`src/rtl/useq_pkg.sv`:
```
// useq_pkg: shared state encoding, microcode entry addresses and widths for micro_sequencer.
package useq_pkg;
    localparam int UPC_W = 6;
    typedef enum logic [2:0] {IDLE, DISPATCH, WAIT_MEM, WAIT_MUL, RETIRE} useq_state_t;
    localparam logic [UPC_W-1:0] ADDR_LOAD    = 6'd11;
    localparam logic [UPC_W-1:0] ADDR_STORE   = 6'd12;
    localparam logic [UPC_W-1:0] ADDR_MUL_LO  = 6'd27;
    localparam logic [UPC_W-1:0] ADDR_MUL_HI  = 6'd29;
    localparam logic [UPC_W-1:0] ADDR_MRET    = 6'd36;
    localparam logic [UPC_W-1:0] ADDR_ILLEGAL = 6'd63;
endpackage

```
`src/rtl/useq_wait_timer.sv`:
```
// useq_wait_timer: memory wait counter; expired when LIMIT-1 stalled cycles have been counted.
module useq_wait_timer #(
    parameter int LIMIT = 255
) (
    input  logic clk,
    input  logic clear,
    input  logic enable,
    output logic expired
);
    logic [7:0] cnt;
    always_ff @(posedge clk)
        if (clear) cnt <= '0;
        else if (enable) cnt <= cnt + 8'd1;
    assign expired = cnt == 8'(LIMIT - 1);
endmodule

```
`src/rtl/micro_sequencer.sv`:
```
// micro_sequencer: dispatches mapped microcode entries, waits on memory/multiplier, retires.
// Define USEQ_MUL_EN to route addresses 27..29 through the multiplier wait; otherwise they are illegal.
module micro_sequencer
    import useq_pkg::*;
#(
    parameter int MEM_TIMEOUT = 255
) (
    input  logic             clk,
    input  logic             reset,
    input  logic             dec_valid,
    input  logic [UPC_W-1:0] mapped_address,
    output logic             dec_ready,
    input  logic             mem_ready,
    input  logic             mul_done,
    output logic [UPC_W-1:0] upc,
    output logic             issue,
    output logic             mem_req,
    output logic             mul_start,
    output logic             retire,
    output logic             illegal,
    output logic             trap_return,
    output logic             timeout
);
    useq_state_t state, next;
    logic expired, is_mem, in_mul, mul_path, bad;
    assign is_mem = upc == ADDR_LOAD || upc == ADDR_STORE;
    assign in_mul = upc >= ADDR_MUL_LO && upc <= ADDR_MUL_HI;
`ifdef USEQ_MUL_EN
    assign mul_path = in_mul;
    assign bad      = upc > ADDR_MRET;
`else
    logic unused_mul_done;
    assign unused_mul_done = mul_done;
    assign mul_path = 1'b0;
    assign bad      = upc > ADDR_MRET || in_mul;
`endif
    useq_wait_timer #(.LIMIT(MEM_TIMEOUT)) u_timer (
        .clk    (clk),
        .clear  (reset || state != WAIT_MEM),
        .enable (state == WAIT_MEM && !mem_ready),
        .expired(expired)
    );
    always_ff @(posedge clk) begin
        if (reset) begin
            state <= IDLE;
            upc   <= '0;
        end else begin
            state <= next;
            if (state == IDLE && dec_valid) upc <= mapped_address;
        end
    end
    always_comb begin
        next = IDLE;
        case (state)
            IDLE:     next = dec_valid ? DISPATCH : IDLE;
            DISPATCH: next = bad ? IDLE : is_mem ? WAIT_MEM : mul_path ? WAIT_MUL : RETIRE;
            WAIT_MEM: next = mem_ready ? RETIRE : expired ? IDLE : WAIT_MEM;
`ifdef USEQ_MUL_EN
            WAIT_MUL: next = mul_done ? RETIRE : WAIT_MUL;
`endif
            RETIRE:   next = IDLE;
            default:  next = IDLE;
        endcase
    end
    // Outputs are gated by reset so nothing is asserted while it is held.
    always_comb begin
        dec_ready   = !reset && state == IDLE;
        issue       = !reset && state == DISPATCH;
        illegal     = issue && bad;
        mul_start   = issue && mul_path;
        mem_req     = !reset && state == WAIT_MEM;
        timeout     = mem_req && !mem_ready && expired;
        retire      = !reset && state == RETIRE;
        trap_return = retire && upc == ADDR_MRET;
    end
endmodule

```
`config.mk`:
```
export PLATFORM = sky130hd
export DESIGN_NAME = micro_sequencer
export DESIGN_NICKNAME = d
export VERILOG_FILES = /design/src/rtl/useq_pkg.sv /design/src/rtl/useq_wait_timer.sv /design/src/rtl/micro_sequencer.sv
export SDC_FILE = /design/constraint.sdc
export NUM_CORES = 1
export LEC_CHECK = 0
export BUFFER_PORTS_ARGS = -buffer_cell sky130_fd_sc_hd__buf_2
export CORE_UTILIZATION = 53
export DETAILED_ROUTE_END_ITERATION = 8
export PLACE_DENSITY_LB_ADDON = 0.08
export SLEW_MARGIN = 20
export SYNTH_ARGS = -nofsm -noshare
export SYNTH_HDL_FRONTEND = slang
export SYNTH_SLANG_ARGS = --single-unit
```
`constraint.sdc`:
```
create_clock -name clk -period 3.7 [get_ports clk]
set_input_delay 0.185 -clock clk [delete_from_list [all_inputs] [get_ports clk]]
set_output_delay 0.185 -clock clk [all_outputs]
set_load 0.05 [all_outputs]
```
==> results of run 1 <==
-- synth_stat cells (3+ instances only) --
library cell	instances	area (um^2)
dfxtp_1	17	340
mux2i_1	8	80.1
nor2_1	11	41.3
nor4_1	4	25.0
nand2_1	3	11.3
inv_1	5	18.8
o21ai_0	4	20.0
nand3_1	5	25.0
a21oi_1	6	30.0
-- power by group through the flow --
| stage | Sequential, mW | Combinational, mW | Clock, mW |
|---|---|---|---|
| global placement | 0.201 | 0.0545 | 0 |
| finish | 0.198 | 0.0551 | 0.0993 |
| detailed placement | 0.202 | 0.0552 | 0 |
| global route | 0.200 | 0.0585 | 0.108 |
| floorplan | 0.215 | 0.0293 | 0 |
| CTS | 0.198 | 0.0554 | 0.103 |
-- flip-flops by register name (all words and copies together) (netlist names) --
register,flops
state,3
upc,6
u_timer.cnt,8
-- per-stage QoR --
step	area (um^2)	setup WS, ps	power [mW]
5_1_grt	1010	1410	0.366
3_3_place_gp	978	1880	0.256
3_5_place_dp	978	1850	0.257
6_report	1010	1530	0.352
4_1_cts	1010	1520	0.356
2_1_floorplan	880	764	0.244
-- path summary, 6_finish.rpt --
path | to | cells past startpoint
max | timeout | 3
min | upc[5]$_SDFFE_PP0P_ | 3
max reg2reg | u_timer.cnt[7]$_SDFFE_PN0P_ | 3
min reg2reg | u_timer.cnt[6]$_SDFFE_PN0P_ | 2
-- critical path, delay by kind of cell (launching register included) --
family | cells | cell delay, ps
buffers and inverters | 1 | 310
DFF | 1 | 380
and+or+nand+nor | 2 | 1010
-- cell type report --
cell class                 count  area, um^2  share of cell area, %
clock buffer                   3        22.5                   2.24
clock inverter                 1        5.00                  0.498
inverter                       5        18.8                   1.87
multi-input combinational     72         489                   48.6
sequential                    17         340                   33.8
tap                           16        20.0                   1.99
timing repair buffer          22         110                   10.9
-- cells by family (layout without fill, tap and decap cells) --
group	count (synthesis)	count (layout)	share of synthesized area, %
xor+xnor	1	1	0.996
mux	8	8	9.10
fa+ha+maj	2	2	2.84
buf+inv	10	31	5.69
compound gates	15	15	10.4
other cells	1	1	0.426
flops	17	17	38.7
simple gates	45	45	31.9
-- per-layer routing --
layer / vias to the layer above / GRT usage, % / routed length [um]
met5: - / 0 / 0
met4: 0 / 5.63 / 21
met3: 4 / 3.83 / 70
met2: 24 / 35.5 / 765
met1: 347 / 26.7 / 811
li1: 403 / - / -
==> impl_results.rst, run 1 <==
.. list-table::
   :header-rows: 1

   * - Metric
     - Value
   * - Result of the run
     - finished clean
   * - Number of endpoints failing setup at the final stage
     - 0
   * - Vias per std cell
     - 5.72
   * - Longest individual stage delay on the worst path
     - 700 ps
   * - Sw Ratio
     - 30.0%
   * - Synth warnings
     - 0
   * - Req. time, crit path
     - between 3000 and 4000 ps
   * - Horizontal extent of the die
     - approximately 43 um
   * - Worst hold slack
     - 132 ps
   * - Initial standard-cell utilization of the core
     - 57.7%
   * - Routed via count
     - 778
   * - Cell area after synthesis
     - 880 um^2
   * - Number of hold violations in the final report
     - 0
   * - Main synth FF type
     - dfxtp_1
   * - Number of buffers inserted by port buffering
     - 22
   * - Worst-skew pair later-pin latency
     - between 200 and 300 ps
   * - Slew Limit Fails
     - 0
   * - Global routing usage summed across all routing layers
     - 20.8%
   * - Critical Path Source Type
     - flip-flop
   * - Number of standard cells in the layout, taps in and fillers out
     - 136
   * - Master of the slowest instance on the critical path
     - or4b_1
   * - Drt drc
     - 0
   * - Area of the die
     - roughly 0.0018 mm^2
   * - Filler instances
     - 130
   * - Setup crit start
     - state[2]$_SDFF_PP0_
   * - Clock sink total
     - 17
   * - First-pass GRT wire length
     - 2970 um
   * - CTS tree
     - done
   * - Antenna violations before repair
     - 0
   * - TNS Setup
     - 0 ps
   * - Clock power share
     - 28.2%
   * - Final period util
     - between 50% and 60%
   * - Worst Tran Pin Value
     - 875 ps
   * - Core Util, Final
     - 66.0%
   * - Highest Clock Rate
     - 0.462 GHz
   * - Clock root buffer
     - clkbuf_4
   * - Number of buffers inserted during clock tree synthesis
     - 3
   * - Endpoint arrival time on the critical path
     - 1980 ps
   * - Min cycle time layout
     - 2170 ps
   * - Setup repair after global routing missed its margin
     - no
   * - CTS H-Tree Depth
     - 1
   * - Int Power
     - 247 uW
   * - Number of hold buffers added after CTS
     - 0
   * - Placed cell count
     - 132
   * - Last weighted congestion value of the routability-driven placer
     - 0.815
   * - Startpoint of the worst register-to-register path
     - state[2]$_SDFF_PP0_
   * - Kind of capture point of the worst setup path
     - output pin
   * - Proportion of power drawn by combinational gates
     - 15.6%
   * - Peak fanout along the critical path
     - 9
   * - Share of the yosys chip area belonging to registers
     - 38.7%
   * - Flop and latch count out of synthesis
     - 17
   * - Ordered cell list for the critical path
     - or4b_1 > nor4_1 > buf_2
   * - CTS max path bufs
     - 2
   * - Startpoint of the lowest-slack hold path
     - mapped_address[5]
   * - Routed Antenna Nets
     - 0
   * - Skew final
     - 2.61 ps
   * - Num ports
     - 25
   * - Static power due to leakage
     - 0.428 nW
   * - Synthesis-to-finish area growth
     - 14.4%
   * - Mean area per synthesized cell
     - 8.88 um^2
   * - Dpl hpwl
     - 1250 um
   * - Headroom to the max-slew limit
     - 41.5%
   * - PD cells
     - about 350 mW/mm^2
   * - Type of the worst setup path
     - reg -> out
   * - Commonest non-fill, non-tap cell in the layout
     - buf_2
   * - Reg2reg setup slack
     - 1930 ps
   * - Net switching power of the design
     - 106 uW
   * - Top library cells by usage in the layout, fill and taps aside
     - buf_2, dfxtp_1, nor2_1, mux2i_1, a21oi_1
   * - Total core area
     - 0.00152 mm^2
   * - Number of max-cap violations
     - 0
   * - Sequential group share of total power
     - 56.2%
   * - Count of flip-flops with a built-in enable after synthesis
     - 0
   * - Detailed Routing Iterations Pass 1
     - 4
   * - DRC marker count from the first detailed-route iteration
     - 11
   * - Floorplan die height
     - 42.7 um
   * - Vias in the first global route
     - 714
   * - Fraction of synthesis flops using an asynchronous set or reset pin
     - 0%
   * - Count of distinct cell types in the synthesized netlist
     - 36
   * - Global route overflow
     - 0
   * - Min-Delay Path Class
     - in -> reg
   * - Largest net degree at the start of global routing
     - 12
   * - Final-stage net count
     - roughly 130
   * - Total length of routed wires
     - 1670 um
   * - Cell count after synthesis
     - 99
   * - Post-detailed-route wirelength per cell
     - between 10 and 15 um
   * - Row count
     - 14
   * - Fraction of final layout cells sized beyond drive strength 1
     - 25.0%
   * - Total nets after synthesis
     - 112
   * - Largest vdd supply drop
     - around 0.00031 V
   * - Number of resized instances in the post-cts repair step
     - 0
   * - Clock-pin slew reported for the worst setup and hold paths after clock tree synthesis
     - 100 ps
   * - Number of setup buffers added after CTS
     - 0
   * - Ant. Diodes
     - 0
No activity file was read; power rests on OpenSTA's default activity.
==> run 2, diff against run 1 <==
ABC_AREA = 1   (was not set)
CORE_UTILIZATION = 50   (was 53)
clock period = 2.1 ns   (was 3.7 ns; I/O delays follow)
==> impl_results.rst, run 2 <==
.. list-table::
   :header-rows: 1

   * - Metric
     - Value
   * - Result of the run
     - finished clean
   * - Share of the synthesized netlist area taken by xor and xnor gates
     - 0% (-1.0 points)
   * - Horizontal extent of the die
     - 45.1 um (+5.6%)
   * - Min cycle time layout
     - 1710 ps
   * - Slew Limit Fails
     - 0 (unchanged)
   * - Final period util
     - between 80% and 90%
   * - Worst-skew pair later-pin latency
     - 280 ps (about the same)
   * - Largest vdd supply drop
     - 0.000400 V (+27%)
   * - Post-detailed-route wirelength per cell
     - 10.3 um (-16%)
   * - Total nets after synthesis
     - 149 (+33%)
   * - Largest Register
     - u_timer.cnt
   * - PD cells
     - 575 mW/mm^2 (+64%)
   * - Largest net degree at the start of global routing
     - 15 (+3)
   * - Total length of routed wires
     - 1900 um (+14%)
   * - Clock sink total
     - 17 (unchanged)
   * - Cell with the most instances after synthesis
     - nand2_1
   * - Dpl hpwl
     - 1510 um (+21%)
   * - Number of hold buffers added after CTS
     - 0 (unchanged)
   * - Ant. Diodes
     - 0 (unchanged)
   * - Routed via count
     - 929 (+19%)
   * - CTS H-Tree Depth
     - 1 (unchanged)
   * - Highest Clock Rate
     - 0.584 GHz
   * - First-pass GRT wire length
     - 3130 um (+5.1%)
   * - Largest family of logic cells by synthesized area
     - simple AND/OR/NAND/NOR gates
   * - Number of flip-flops in the largest register
     - 8 (unchanged)
   * - Endpoint arrival time on the critical path
     - 1610 ps (-370 ps)
   * - Global route overflow
     - 0 (unchanged)
   * - Longest individual stage delay on the worst path
     - 360 ps (-340 ps)
   * - Type of the worst setup path
     - reg -> out
   * - CTS max path bufs
     - 2 (unchanged)
   * - Synth area leader
     - dfxtp_1
   * - Total core area
     - 0.00173 mm^2 (+13%)
   * - Number of resized instances in the post-cts repair step
     - 0 (unchanged)
   * - Area of the die
     - 0.00204 mm^2 (+11%)
   * - Grt met3 use
     - 2.40% (-1.4 points)
   * - Detailed Routing Iterations Pass 1
     - 4 (unchanged)
   * - Routing usage on met1
     - 25.2% (-1.5 points)
   * - Drt drc
     - 0 (unchanged)
   * - Floorplan die height
     - 45.1 um (+5.6%)
   * - Top-area cell type share of the netlist area
     - 36.6% (-2.1 points)
   * - Initial standard-cell utilization of the core
     - 53.8% (-3.9 points)
   * - Master of the slowest instance on the critical path
     - dfxtp_1
   * - Startpoint of the worst register-to-register path
     - state[2]$_SDFF_PP0_
   * - Count of distinct cell types in the synthesized netlist
     - 24 (-33%)
   * - Synth warnings
     - 0 (unchanged)
   * - Number of endpoints failing setup at the final stage
     - 0 (unchanged)
   * - Count of flip-flops with a built-in enable after synthesis
     - 0 (unchanged)
   * - Cell area after synthesis
     - 930 um^2 (+5.7%)
   * - Post-Synth Simple-Gate Area
     - 42.9% (+11 points)
   * - Setup repair after global routing missed its margin
     - no
   * - Share of the yosys chip area belonging to registers
     - 36.6% (-2.1 points)
   * - Regs by FF count
     - u_timer.cnt (8), upc (6), state (3)
   * - TNS Setup
     - 0 ps (unchanged)
   * - Top library cells by usage in the layout, fill and taps aside
     - nand2_1, buf_2, nor2_1, dfxtp_1, inv_1
   * - Last weighted congestion value of the routability-driven placer
     - 0.833 (+2.2%)
   * - Endpoint of the most critical register-to-register path
     - u_timer.cnt[6]$_SDFFE_PN0P_
   * - Clock-pin slew reported for the worst setup and hold paths after clock tree synthesis
     - 100 ps (about the same)
   * - Skew final
     - 1.53 ps (-1.08 ps)
   * - Number of buffers inserted during clock tree synthesis
     - 3 (unchanged)
   * - Number of hold violations in the final report
     - 0 (unchanged)
   * - Commonest non-fill, non-tap cell in the layout
     - nand2_1
   * - Cell count after synthesis
     - 136 (+37%)
   * - Global routing usage summed across all routing layers
     - 20.8% (-0.077 points)
   * - Clock root buffer
     - clkbuf_4
   * - Vias per std cell
     - 5.02 (-12%)
   * - Number of max-cap violations
     - 0 (unchanged)
   * - Final-stage net count
     - 174 (+30%)
   * - Reg2reg setup slack
     - 860 ps (-1070 ps)
   * - Capture endpoint of the worst hold path
     - upc[2]$_SDFFE_PP0P_
   * - Overall power after layout
     - 635 uW (+80%)
   * - Mux contribution to synthesized area
     - 0% (-9.1 points)
   * - Fraction of final layout cells sized beyond drive strength 1
     - 23.1% (-1.9 points)
   * - R2R depth
     - 8 (+5)
   * - Fraction of the mapped netlist area in compound gates
     - 9.69% (-0.69 points)
   * - Flop and latch count out of synthesis
     - 17 (unchanged)
   * - Number of buffers inserted by port buffering
     - 22 (unchanged)
   * - DRC marker count from the first detailed-route iteration
     - 17 (+6)
   * - Startpoint of the lowest-slack hold path
     - mapped_address[2]
   * - Critical Path Source Type
     - flip-flop
   * - Vias in the first global route
     - 760 (+6.4%)
   * - Min-Delay Path Class
     - in -> reg
   * - Routing layer with the top usage in global route
     - met2
   * - Antenna violations before repair
     - 0 (unchanged)
   * - Static power due to leakage
     - 0.486 nW (+13%)
   * - GRT met2 Usage
     - 37.7% (+2.2 points)
   * - Kind of capture point of the worst setup path
     - output pin
   * - Top cells by instance count after synthesis
     - nand2_1, nor2_1, dfxtp_1
   * - Req. time, crit path
     - 2000 ps (-1510 ps)
   * - Mean area per synthesized cell
     - 6.84 um^2 (-23%)
   * - Peak fanout along the critical path
     - 6 (-3)
   * - Num ports
     - 25 (unchanged)
   * - Synthesis-to-finish area growth
     - 18.7%
   * - Setup crit start
     - state[2]$_SDFF_PP0_
   * - Number of setup buffers added after CTS
     - 0 (unchanged)
   * - Ordered cell list for the critical path
     - inv_2 > nand3_4 > nor2_4 > inv_1 > nor3_2 > buf_2
   * - Row count
     - 15 (+1)
   * - Top cells by area in the synthesized netlist
     - dfxtp_1, nand2_1, nor2_1
   * - Routed Antenna Nets
     - 0 (unchanged)
   * - Post-Synth Adder-Cell Area
     - 2.69% (-0.15 points)
   * - Fraction of synthesis flops using an asynchronous set or reset pin
     - 0% (unchanged)
   * - Main synth FF type
     - dfxtp_1
   * - Number of instances on the worst hold path
     - 3 (unchanged)
   * - CTS tree
     - done
## run 2: cell families after synthesis
logic type                 count (synthesis)
and+or+nand+nor                           81
other                                      1
DFF                                       17
buffers and inverters                     18
adders and majority gates                  2
AOI/OAI and AO/OA                         17
## run 2: how the worst max path moves through the flow
| stage | endpoint | slack [ps] | cells after the start |
|---|---|---|---|
| after global placement | timeout | 710 | 6 |
| after global routing | timeout | 230 | 6 |
| final | timeout | 390 | 6 |
| after detailed placement | timeout | 690 | 6 |
| after CTS | timeout | 380 | 6 |
| after floorplan | illegal | 100 | 2 |
## run 2: through the flow
| step | utilization (%) | hold WS [ps] | instances | cell area (um^2) | setup WS (ps) |
|---|---|---|---|---|---|
| 2_1_floorplan | - | 183 | 136 | 947 | 101 |
| 3_3_place_gp | 62.4 | 354 | 181 | 1080 | 711 |
| 3_5_place_dp | 62.4 | 363 | 181 | 1080 | 692 |
| 4_1_cts | 63.9 | 57.7 | 185 | 1100 | 376 |
| 5_1_grt | 63.9 | 56.7 | 185 | 1100 | 231 |
| 6_report | 63.9 | 60.6 | 185 | 1100 | 389 |
## run 2: power by group
| group | switching (mW) | internal, mW | total [mW] | leakage [nW] |
|---|---|---|---|---|
| clock network | 0.0973 | 0.0736 | 0.171 | 0.0150 |
| registers | 0.0139 | 0.333 | 0.347 | 0.138 |
| logic | 0.0872 | 0.0298 | 0.117 | 0.332 |
| total | 0.198 | 0.436 | 0.635 | 0.486 |
## run 2: layer usage
metal	up-vias	wire length, um
li1	487	-
met4	0	6
met5	-	0
met2	18	1010
met3	2	50
met1	422	835
## run 2: final cells by class
class | instances | area [um^2]
inverters | 16 | 60.1
well taps | 25 | 31.3
clock buffers | 4 | 26.3
multi-input cells | 101 | 536
repair buffers | 22 | 110
flip-flops and latches | 17 | 340
fillers | 157 | 623
## run 2: critical path: cells and delay by family (launching register included)
family                 cells  cell delay [ps]
and+or+nand+nor            3              440
DFF                        1              360
buffers and inverters      3              510
==> run 3, diff against run 2 <==
CORE_UTILIZATION = 45   (was 50)
clock period = 1.5 ns   (was 2.1 ns; I/O delays follow)
==> impl_results.rst, run 3 (same netlist as run 2, synthesis figures left out) <==
.. list-table::
   :header-rows: 1

   * - Metric
     - Value
   * - Startpoint of the worst register-to-register path
     - state[2]$_SDFF_PP0_
   * - Clock-pin slew reported for the worst setup and hold paths after clock tree synthesis
     - 110 ps (about the same)
   * - Drt drc
     - 0 (unchanged)
   * - DRC marker count from the first detailed-route iteration
     - 11 (-6)
   * - Endpoint arrival time on the critical path
     - 1410 ps (-200 ps)
   * - Instance area at placement
     - 0.00112 mm^2 (+4.3%)
   * - Floorplan die height
     - 47.5 um (+5.2%)
   * - Skew final
     - 10.5 ps (+8.99 ps)
   * - Final instance area
     - 0.00130 mm^2 (+18%)
   * - Clock root buffer
     - clkbuf_4
   * - Critical Path Source Type
     - flip-flop
   * - Ant. Diodes
     - 0 (unchanged)
   * - Number of buffers inserted during clock tree synthesis
     - 3 (unchanged)
   * - Master of the slowest instance on the critical path
     - dfxtp_4
   * - Filler instances
     - 176 (+12%)
   * - Vias per std cell
     - 4.93 (-1.8%)
   * - Grt met3 use
     - 3.40% (+1.0 points)
   * - First-pass GRT wire length
     - 3330 um (+6.4%)
   * - Global routing usage summed across all routing layers
     - 21.1% (+0.38 points)
   * - Number of endpoints failing setup at the final stage
     - 0 (unchanged)
   * - Longest individual stage delay on the worst path
     - 380 ps (+20 ps)
   * - CTS max path bufs
     - 2 (unchanged)
   * - Area of the die
     - 0.00225 mm^2 (+11%)
   * - Largest net degree at the start of global routing
     - 15 (unchanged)
   * - Kind of capture point of the worst setup path
     - output pin
   * - Number of standard cells in the layout, taps in and fillers out
     - 199 (+7.6%)
   * - Static power due to leakage
     - 0.567 nW (+17%)
   * - Peak fanout along the critical path
     - 4 (-2)
   * - Final period util
     - 99.1%
   * - Fraction of final layout cells sized beyond drive strength 1
     - 36.6% (+14 points)
   * - Endpoint of the most critical register-to-register path
     - u_timer.cnt[6]$_SDFFE_PN0P_
   * - Detailed Routing Iterations Pass 1
     - 4 (unchanged)
   * - Setup crit start
     - upc[0]$_SDFFE_PP0P_
   * - Highest Clock Rate
     - roughly 0.67 GHz
   * - Req. time, crit path
     - 1420 ps (-580 ps)
   * - Commonest non-fill, non-tap cell in the layout
     - nand2_1
   * - Global route overflow
     - 0 (unchanged)
   * - Post-detailed-route wirelength per cell
     - 10.5 um (+1.9%)
   * - Placed cell count
     - 184 (+1.7%)
   * - Number of max-cap violations
     - 0 (unchanged)
   * - Routing layer with the top usage in global route
     - met2
   * - Total length of routed wires
     - 2080 um (+9.6%)
   * - Min cycle time layout
     - approximately 1500 ps
   * - Worst hold slack
     - 16.5 ps (-44.1 ps)
   * - Worst-skew pair later-pin latency
     - 300 ps (+20 ps)
   * - Row count
     - 16 (+1)
   * - Horizontal extent of the die
     - 47.5 um (+5.2%)
   * - Reg2reg setup slack
     - 200 ps (-660 ps)
   * - Min-Delay Path Class
     - in -> reg
   * - Final-stage net count
     - 186 (+6.9%)
   * - Ordered cell list for the critical path
     - nor2_4 > nand4_1 > nor4_4 > buf_6
   * - Synthesis-to-finish area growth
     - 40.2%
   * - CP Capture Point
     - trap_return
   * - Antenna violations before repair
     - 0 (unchanged)
   * - Last weighted congestion value of the routability-driven placer
     - 0.826 (-0.76%)
   * - Vias in the first global route
     - 781 (+2.8%)
   * - Number of hold violations in the final report
     - 0 (unchanged)
   * - Regs by FF count
     - u_timer.cnt (8), upc (6), state (3)
   * - GRT met2 Usage
     - 33.7% (-4.0 points)
   * - CTS tree
     - done
   * - Initial standard-cell utilization of the core
     - 47.9% (-6.0 points)
   * - Number of buffers inserted by port buffering
     - 22 (unchanged)
   * - Setup repair after global routing missed its margin
     - yes
   * - PD cells
     - 721 mW/mm^2 (+25%)
   * - TNS Setup
     - 0 ps (unchanged)
   * - Num ports
     - 25 (unchanged)
   * - Largest vdd supply drop
     - 0.000527 V (+32%)
   * - Largest Register
     - u_timer.cnt
   * - Slew Limit Fails
     - 0 (unchanged)
   * - CTS H-Tree Depth
     - 1 (unchanged)
   * - Total core area
     - 0.00194 mm^2 (+12%)
   * - Top library cells by usage in the layout, fill and taps aside
     - nand2_1, nor2_1, buf_2, inv_1
   * - Number of flip-flops in the largest register
     - 8 (unchanged)
   * - Result of the run
     - finished clean
   * - Type of the worst setup path
     - reg -> out
   * - Dpl hpwl
     - 1500 um (-0.73%)
   * - Routed via count
     - 981 (+5.6%)
   * - Routing usage on met1
     - 29.2% (+3.9 points)
   * - Clock sink total
     - 17 (unchanged)
   * - Overall power after layout
     - 940 uW (+48%)
   * - Routed Antenna Nets
     - 0 (unchanged)
   * - R2R depth
     - 9 (+1)
   * - Startpoint of the lowest-slack hold path
     - mapped_address[2]
==> run 3: cell types whose count changed in the layout (fill, tap and decap cells not counted), moves of 4 or more <==
cell,previous run,this run
buf_4,0,11
dfxtp_1,17,6
buf_2,22,15
dfxtp_2,0,7
dfxtp_4,0,4
==> run 3: how the worst min path moves through the flow <==
stage,to,depth (start not counted)
after floorplan,upc[3]$_SDFFE_PP0P_,1
after global placement,upc[1]$_SDFFE_PP0P_,3
after detailed placement,upc[5]$_SDFFE_PP0P_,3
after CTS,upc[2]$_SDFFE_PP0P_,3
after global routing,upc[2]$_SDFFE_PP0P_,3
final,upc[2]$_SDFFE_PP0P_,3
==> run 3: final cells by class <==
class	count	area [um^2]	area share, %
clock buffer	3	22.5	1.73
multi-input combinational	101	577	44.2
timing repair buffer	34	236	18.1
clock inverter	1	5.00	0.384
sequential	17	364	27.9
inverter	16	65.1	4.99
tap	27	33.8	2.59
==> run 3: per-layer routing <==
metal  part of all wire, %  vias to the layer above
li1                      -                      519
met3                   2.9                        2
met4                  0.72                        0
met1                    49                      443
met5                     0                        -
met2                    47                       17
==> run 3: repair_timing <==
action / in CTS / in global routing
setup endpoints to repair: 3 / 6
hold buffers: 3 / 0
resized for setup: 12 / 14
pin swaps: 3 / 3
hold endpoints to repair: 3 / 0
buffers inserted: 5 / 3
==> run 3: worst max-delay path: cells and delay by family (launching register included) <==
kind	cells	cell delay (ps)
flops	1	380
simple gates	3	540
buf+inv	1	190
==> run 3: power breakdown <==
group          total (mW)  internal [mW]  switching [mW]
logic               0.200         0.0687           0.132
clock network       0.251         0.0993           0.152
registers           0.488          0.466          0.0228
total               0.940          0.634           0.306
==> run 3: per-stage QoR <==
step / utilization (%) / setup WS, ps
2_1_floorplan: - / -166
3_3_place_gp: 57.9 / 210
3_5_place_dp: 57.9 / 197
4_1_cts: 64.6 / -26.5
5_1_grt: 67.1 / -66.5
6_report: 67.1 / 13.0
